==> src/rtl/fetch_stage.sv <==
// fetch_stage: instruction fetch for the five-stage pipeline.
// Owns the PC, issues instruction-memory requests and loads the IF/ID
// register. A one-entry skid buffer absorbs an instruction acknowledged
// while Decode is stalled; a pending redirect is held while an outstanding
// memory request drains so the memory never sees its address change.
//
// Ports:
//   clock, reset            - clock; synchronous active-high reset
//   fw_if_id_stall          - load-use stall: hold IF/ID and the PC
//   ex_if_branch/_target    - taken redirect from Execute (one-cycle pulse)
//   if_imem_req/_addr       - instruction-memory request, address = pc
//   imem_if_ack/_data       - one-cycle acknowledge with instruction
//   if_id_instruc/_pc4/_valid - IF/ID register toward Decode
module fetch_stage #(
  parameter logic [31:0] RESET_PC  = 32'h0000_0000,
  parameter logic [31:0] NOP_INSTR = 32'h0000_0000
) (
  input  logic        clock,
  input  logic        reset,
  input  logic        fw_if_id_stall,
  input  logic        ex_if_branch,
  input  logic [31:0] ex_if_target,
  output logic        if_imem_req,
  output logic [31:0] if_imem_addr,
  input  logic        imem_if_ack,
  input  logic [31:0] imem_if_data,
  output logic [31:0] if_id_instruc,
  output logic [31:0] if_id_pc4,
  output logic        if_id_valid
);

  typedef enum logic [1:0] {FETCH = 2'd0, HOLD = 2'd1, DRAIN = 2'd2} state_t;

  state_t      state_q, state_d;
  logic [31:0] pc_q, pc_d;
  logic [31:0] redirect_q, redirect_d;
  logic [31:0] buf_instr_q, buf_instr_d;
  logic [31:0] buf_pc4_q, buf_pc4_d;
  logic [31:0] instr_q, instr_d;
  logic [31:0] pc4_q, pc4_d;
  logic        valid_q, valid_d;
  logic [31:0] pc_plus4;

  // Wraps modulo 2^32.
  assign pc_plus4 = pc_q + 32'd4;

  assign if_imem_req   = (state_q == FETCH || state_q == DRAIN) && !reset;
  assign if_imem_addr  = pc_q;
  assign if_id_instruc = instr_q;
  assign if_id_pc4     = pc4_q;
  assign if_id_valid   = valid_q;

  always_comb begin
    state_d     = state_q;
    pc_d        = pc_q;
    redirect_d  = redirect_q;
    buf_instr_d = buf_instr_q;
    buf_pc4_d   = buf_pc4_q;
    instr_d     = instr_q;
    pc4_d       = pc4_q;
    valid_d     = valid_q;
    case (state_q)
      FETCH: begin
        if (ex_if_branch) begin
          // Flush wins over stall; pc4 is meaningless once invalid.
          instr_d = NOP_INSTR;
          valid_d = 1'b0;
          if (imem_if_ack) begin
            pc_d = ex_if_target;              // data for old path dropped
          end else begin
            redirect_d = ex_if_target;        // wait for in-flight request
            state_d    = DRAIN;
          end
        end else if (imem_if_ack) begin
          pc_d = pc_plus4;
          if (fw_if_id_stall) begin
            buf_instr_d = imem_if_data;
            buf_pc4_d   = pc_plus4;
            state_d     = HOLD;
          end else begin
            instr_d = imem_if_data;
            pc4_d   = pc_plus4;
            valid_d = 1'b1;
          end
        end else if (!fw_if_id_stall) begin
          instr_d = NOP_INSTR;                // bubble while memory waits
          valid_d = 1'b0;
        end
      end
      HOLD: begin
        if (ex_if_branch) begin
          pc_d    = ex_if_target;             // buffered instr is wrong-path
          instr_d = NOP_INSTR;
          valid_d = 1'b0;
          state_d = FETCH;
        end else if (!fw_if_id_stall) begin
          instr_d = buf_instr_q;
          pc4_d   = buf_pc4_q;
          valid_d = 1'b1;
          state_d = FETCH;
        end
      end
      DRAIN: begin
        instr_d = NOP_INSTR;
        valid_d = 1'b0;
        if (imem_if_ack) begin
          pc_d    = ex_if_branch ? ex_if_target : redirect_q;
          state_d = FETCH;
        end else if (ex_if_branch) begin
          redirect_d = ex_if_target;
        end
      end
      default: state_d = FETCH;
    endcase
  end

  always_ff @(posedge clock) begin
    if (reset) begin
      state_q     <= FETCH;
      pc_q        <= RESET_PC;
      redirect_q  <= 32'd0;
      buf_instr_q <= 32'd0;
      buf_pc4_q   <= 32'd0;
      instr_q     <= NOP_INSTR;
      pc4_q       <= 32'd0;
      valid_q     <= 1'b0;
    end else begin
      state_q     <= state_d;
      pc_q        <= pc_d;
      redirect_q  <= redirect_d;
      buf_instr_q <= buf_instr_d;
      buf_pc4_q   <= buf_pc4_d;
      instr_q     <= instr_d;
      pc4_q       <= pc4_d;
      valid_q     <= valid_d;
    end
  end

endmodule

==> config.mk <==
export PLATFORM = sky130hd
export DESIGN_NAME = fetch_stage
export DESIGN_NICKNAME = d
export VERILOG_FILES = /design/src/rtl/fetch_stage.sv
export SDC_FILE = /design/constraint.sdc
export NUM_CORES = 1
export LEC_CHECK = 0
export BUFFER_PORTS_ARGS = -buffer_cell sky130_fd_sc_hd__buf_2
export CORE_UTILIZATION = 45
export DETAILED_ROUTE_END_ITERATION = 16
export GPL_TIMING_DRIVEN = 0
export PLACE_DENSITY = 0.67
export SLEW_MARGIN = 20
export SYNTH_ARGS = -nofsm -noshare
export SYNTH_HDL_FRONTEND = slang
export SYNTH_SLANG_ARGS = --single-unit
==> constraint.sdc <==
create_clock -name clock -period 2.5 [get_ports clock]
set_input_delay 0.375 -clock clock [delete_from_list [all_inputs] [get_ports clock]]
set_output_delay 0.375 -clock clock [all_outputs]
set_load 0.01 [all_outputs]
## Yosys cells after proc, flatten, opt, wreduce, memory -nomap -nowiden

Cells that the tools add are included.

| word-level totals | value |
|---|---|
| logic and storage cells | 80 |
| bits in registers | 195 |
| bits of input ports | 69 |
| output and inout port bits | 98 |

| operators by class | value |
|---|---|
| bitwise gates (word level) | 1 |
| add/subtract/negate cells | 1 |
| reduce and logical (&&, ||, !) cells | 14 |
| multiplexer cells | 38 |
| equality and inequality tests | 18 |

Operators with widths:

| kind | count |
|---|---|
| 32-bit 2-to-1 mux | 20 |
| 32-bit one-hot mux with 3 select lines | 2 |
| 32-bit one-hot mux with 2 select lines | 2 |
| 32-bit by 3-bit adder with 32-bit output (second input constant) | 1 |
| 2-bit != test (second input constant) | 10 |
| 3-bit != test (second input constant) | 5 |
| 2-bit 2-to-1 mux | 7 |
| 4-bit AND reduction | 3 |
| 2-bit one-hot mux with 3 select lines | 1 |
| 6-bit AND reduction | 1 |
| 1-bit 2-to-1 mux | 5 |
| 5-bit AND reduction | 1 |
| 4-bit != test (second input constant) | 1 |
| 2-bit nonzero test | 2 |
| 1-bit one-hot mux with 3 select lines | 1 |
| 3-bit AND reduction | 1 |
| 3-bit nonzero test | 1 |
| 2-bit by 1-bit equality test with 1-bit output (second input constant) | 1 |
| 2-bit equality test (second input constant) | 1 |
| 2-bit logical NOT | 1 |
| 2-bit AND reduction | 1 |
| 1-bit logical AND | 1 |
| 1-bit logical NOT | 1 |
| 1-bit logical OR | 1 |
| 1-bit inverter | 1 |

## Longest topological paths before layout

| depth | value |
|---|---|
| depth in word-level cells | 5 |
| gate-level depth with buffers | 9 |
| mapped depth without buffers | 7 |

## Least setup slack after synthesis

OpenSTA, ideal clock, no wires.

| timing | value |
|---|---|
| path type | register to register |
| start | register state_q[0] |
| end | register pc_q[30], in the netlist if_imem_addr[30] |
| period minus slack after synthesis | 2126 ps |
| setup slack | 374 ps |
| data arrival time | 2006 ps |
| stages on the path, launching flop included | 10 |
| library setup time | 120 ps |
| data required time | 2380 ps |
| path buffers | 2 |
| path through | dfxtp_1 inv_1 ha_1 and2_1 clkbuf_1 a21o_1 clkbuf_1 a221o_1 nor3b_1 nor3_1 |

| between the ends | value |
|---|---|
| longest elaborated chain between the ends | 3 |
| elaborated cells between the ends (all ways) | 9 |
| those cells by class | eq/ne: 5; mux: 1; reduce/logical: 3 |

RTL lines:

| element | RTL line | RTL |
|---|---|---|
| from (decl) | 34 | `state_t state_q, state_d;` |
| from (signal assigned) | 128 | `state_q <= state_d;` |
| 2-bit by 1-bit equality test with 1-bit output (tied with other cells) | 62 | `case (state_q)` |
| 2-bit != test (no source line) / 3-bit nonzero test (equally long branches) | - |  |
| 4-bit AND reduction (no source line) | - |  |
| to (signal assigned) | 129 | `pc_q <= pc_d;` |
| to (decl) | 35 | `logic [31:0] pc_q, pc_d;` |

Several ways; a longest one is shown, not always the timed one.
A chain may end at the register's enable or synchronous reset.

## Worst setup path in the final report

| timing | value |
|---|---|
| start | register state_q[0] |
| end | output if_imem_req |

| between the ends | value |
|---|---|
| longest elaborated chain between the ends | 3 |
| elaborated cells between the ends (all ways) | 4 |
| those cells by class | eq/ne: 1; reduce/logical: 3 |

RTL lines:

| element | RTL line | RTL |
|---|---|---|
| 2-bit equality test / 2-bit logical NOT (equally long branches) | 47 | `assign if_imem_req = (state_q == FETCH \|\| state_q == DRAIN) && !reset;` |
| 1-bit logical OR (*) | 47 |  |
| 1-bit logical AND (*) | 47 |  |
| to (decl) | 23 | `output logic if_imem_req,` |

Mark *: on every way between the ends. The rest lies on a longest branch, timed or not.

==> out/results.ini <==
[clocking]
htreeDepth=4
root_buffer=clkbuf_16
cts.path.max_buffers=2
holdBufCountCts=0
cts.sinks=195
clock_latency_ps=440
cts_tree=done
cts_made_buffers=17
clkSlewWorstSetupHoldPaths_ps=80

[final_layout]
postLayoutCoreUtil_pct=55.3
fin_nets=1455
antenna_cells=0
drive_above_1_share_pct=19.7
nFillCells=1957
syn_to_final_growth_pct=20.6

[setup_path]
rr_worst_depth=6
r2r_setup_slack_ps=110
path_class=reg -> out
required_ps=2120
crit_arrival_ps=2020
cp_max_fo=10
r2r-start=if_imem_addr[2]
crit_path_end_kind=primary output
startpoint_type=flip-flop
r2r_end=if_id_pc4[25]

[pwr]
total_leakage_power_nw=4.35
p_per_area_nw_per_um2=753
ir_worst_vdd_v=0.000505

[synthesis]
synth_cell_type_count=65
yosys-top-cells-count=nand2_1, dfxtp_1, a21oi_1, nor2_1, clkbuf_1
dominantRegCellSynth=dfxtp_1
syn-num-nets=1274
synthArstFlopShare_pct=0
synth_top_area_share_pct=42.3
ys_seq_elements=195
yosys.area.top_type=dfxtp_1
synth-seq-area-share_pct=42.3
synthTopCellsByArea=dfxtp_1, a21oi_1, nand2_1
syn_inst=1200
avgSynthCellArea_um2=7.70
synth.most_common_cell=nand2_1
netlist_area_um2=9240
ys_warn_count=0
synth-edff-count=0

[floorplanning]
die_w_um=145
coreArea_um2=20200
io_pins=167
dieArea_um2=21100
start_util_pct=45.8
rows=52
fp.dieH_um=145

[placement]
gp_congestion=0.940
port_buffers=164
hpwl_um=23400

[drt]
dr.pass1.iters=7
via_per_inst=5.80
wl_per_cell_um=19.1
dr.first_iter.drc_count=1125
ant_nets=0
vias=9645
drc=0
wl_um=31700

[sta]
setup_viol=0
final_max_slew_viol_count=0
period_minus_slack_ps=2390
setup_tns_ps=0
relSlewSlack_pct=40.2
fmax_mhz=418
hold_viol=0
worst_slew_pin_slew_ps=891
finalClockSkew_ps=8.47
finalCritPeriodShare_pct=95.7
grt_setup_unrepaired=false

[outcome]
status=complete, no violations

[min_path]
hold_start=imem_if_data[27]
hold_path.class=in -> reg
whs_endpoint=buf_instr_q[27]
hold-path-cell-count=3

[global_routing]
grt_overflow=0
grt_first_pass_wirelength_um=49000
antenna_found_initial=0
grt_max_degree=18
grt_pass1_vias=8660
grt.total_usage_pct=29.7

[flow_run]
max-cap-violations=0

-- kinds of logic (layout without fill, tap and decap cells) --
group | count (synthesis) | count (layout) | share of synthesized area, %
AO/OA/AOI/OAI | 349 | 349 | 23.8
XOR/XNOR | 20 | 20 | 1.90
adder cells (fa/ha/maj) | 5 | 5 | 0.677
buffers and inverters | 126 | 320 | 5.38
flip-flops | 195 | 195 | 42.3
multiplexers | 13 | 13 | 1.48
AND/OR/NAND/NOR | 492 | 492 | 24.5
-- critical path, stage by stage (launching register included) --
cell	delay [ps]
dfxtp_2	350
inv_1	90
ha_1	230
clkbuf_1	430
nor2_1	180
nor2_1	130
buf_2	160
-- state kept, by name, indices dropped and copies added, names as in the netlist --
name           count
if_id_valid        1
buf_instr_q       32
buf_pc4_q         32
if_id_instruc     32
if_id_pc4         32
state_q            2
redirect_q        32
if_imem_addr      32
-- power by group --
group	switching, mW	total (mW)	internal, mW
clock	1.30	2.92	1.63
combinational	1.27	1.93	0.658
sequential	0.224	3.55	3.32
-- cells in the final DEF, fill, tap and decap left out, types with 5 or more instances in the layout --
master	Yosys	routed
nand2_1	196	196
dfxtp_1	195	194
buf_2	13	180
a21oi_1	152	152
nor2_1	110	108
nor3_1	82	81
clkbuf_1	84	60
o21ai_0	44	44
nand3_1	37	37
a22oi_1	37	37
a211oi_1	28	24
clkbuf_2	0	21
a31oi_1	18	18
clkbuf_16	0	17
inv_1	16	16
nand4_1	14	14
xnor2_1	12	12
a22o_1	12	12
a221o_1	10	10
xor2_1	8	8
mux2i_1	8	8
and3_1	7	7
buf_1	11	7
nor2b_1	6	6
nand2b_1	5	5
mux2_2	5	5
-- metal layers --
layer  part of all wire, %  global-route usage (%)
met4                   3.0                    11.2
met5                     0                       0
met2                    44                    45.0
met1                    44                    41.9
met3                   8.8                    5.28
-- layout make-up --
type                            count  area, um2  area share [%]
Buffer                            107        463            4.15
Clock buffer                       19        443            3.97
Clock inverter                     13        175            1.57
Inverter                           16       60.1           0.539
Multi-Input combinational cell    879       4930            44.3
Sequential cell                   195       3910            35.0
Tap cell                          270        338            3.03
Timing Repair Buffer              165        828            7.43
-- worst max path at each step --
stage / start / cells past startpoint / end
global route: state_q[1] / 9 / buf_pc4_q[2]
finish: state_q[0] / 6 / if_imem_req
global placement: state_q[0] / 7 / if_imem_addr[11]
detailed placement: state_q[0] / 8 / if_id_pc4[9]
CTS: state_q[0] / 8 / if_imem_addr[14]
floorplan: state_q[0] / 9 / if_imem_addr[30]
-- stage by stage --
step	hold WS (ps)	cells	instance area [um2]	setup slack, ps	power, mW
final	169	1664	11100	107	8.40
after global routing	174	1664	11100	6.45	8.70
after CTS	167	1664	11100	4.02	8.31
after detailed placement	444	1634	10400	-312	5.43
after global placement	437	1634	10400	-512	5.39
after floorplan	434	1200	9240	374	4.71
-- what timing repair did --
item | 4_1_cts | 5_1_grt
pin swaps | 0 | 1
setup buffers | 0 | 1
resized for setup | 17 | 48
endpoints found under the setup margin | 71 | 148
Power figures use the tool's default switching activity.
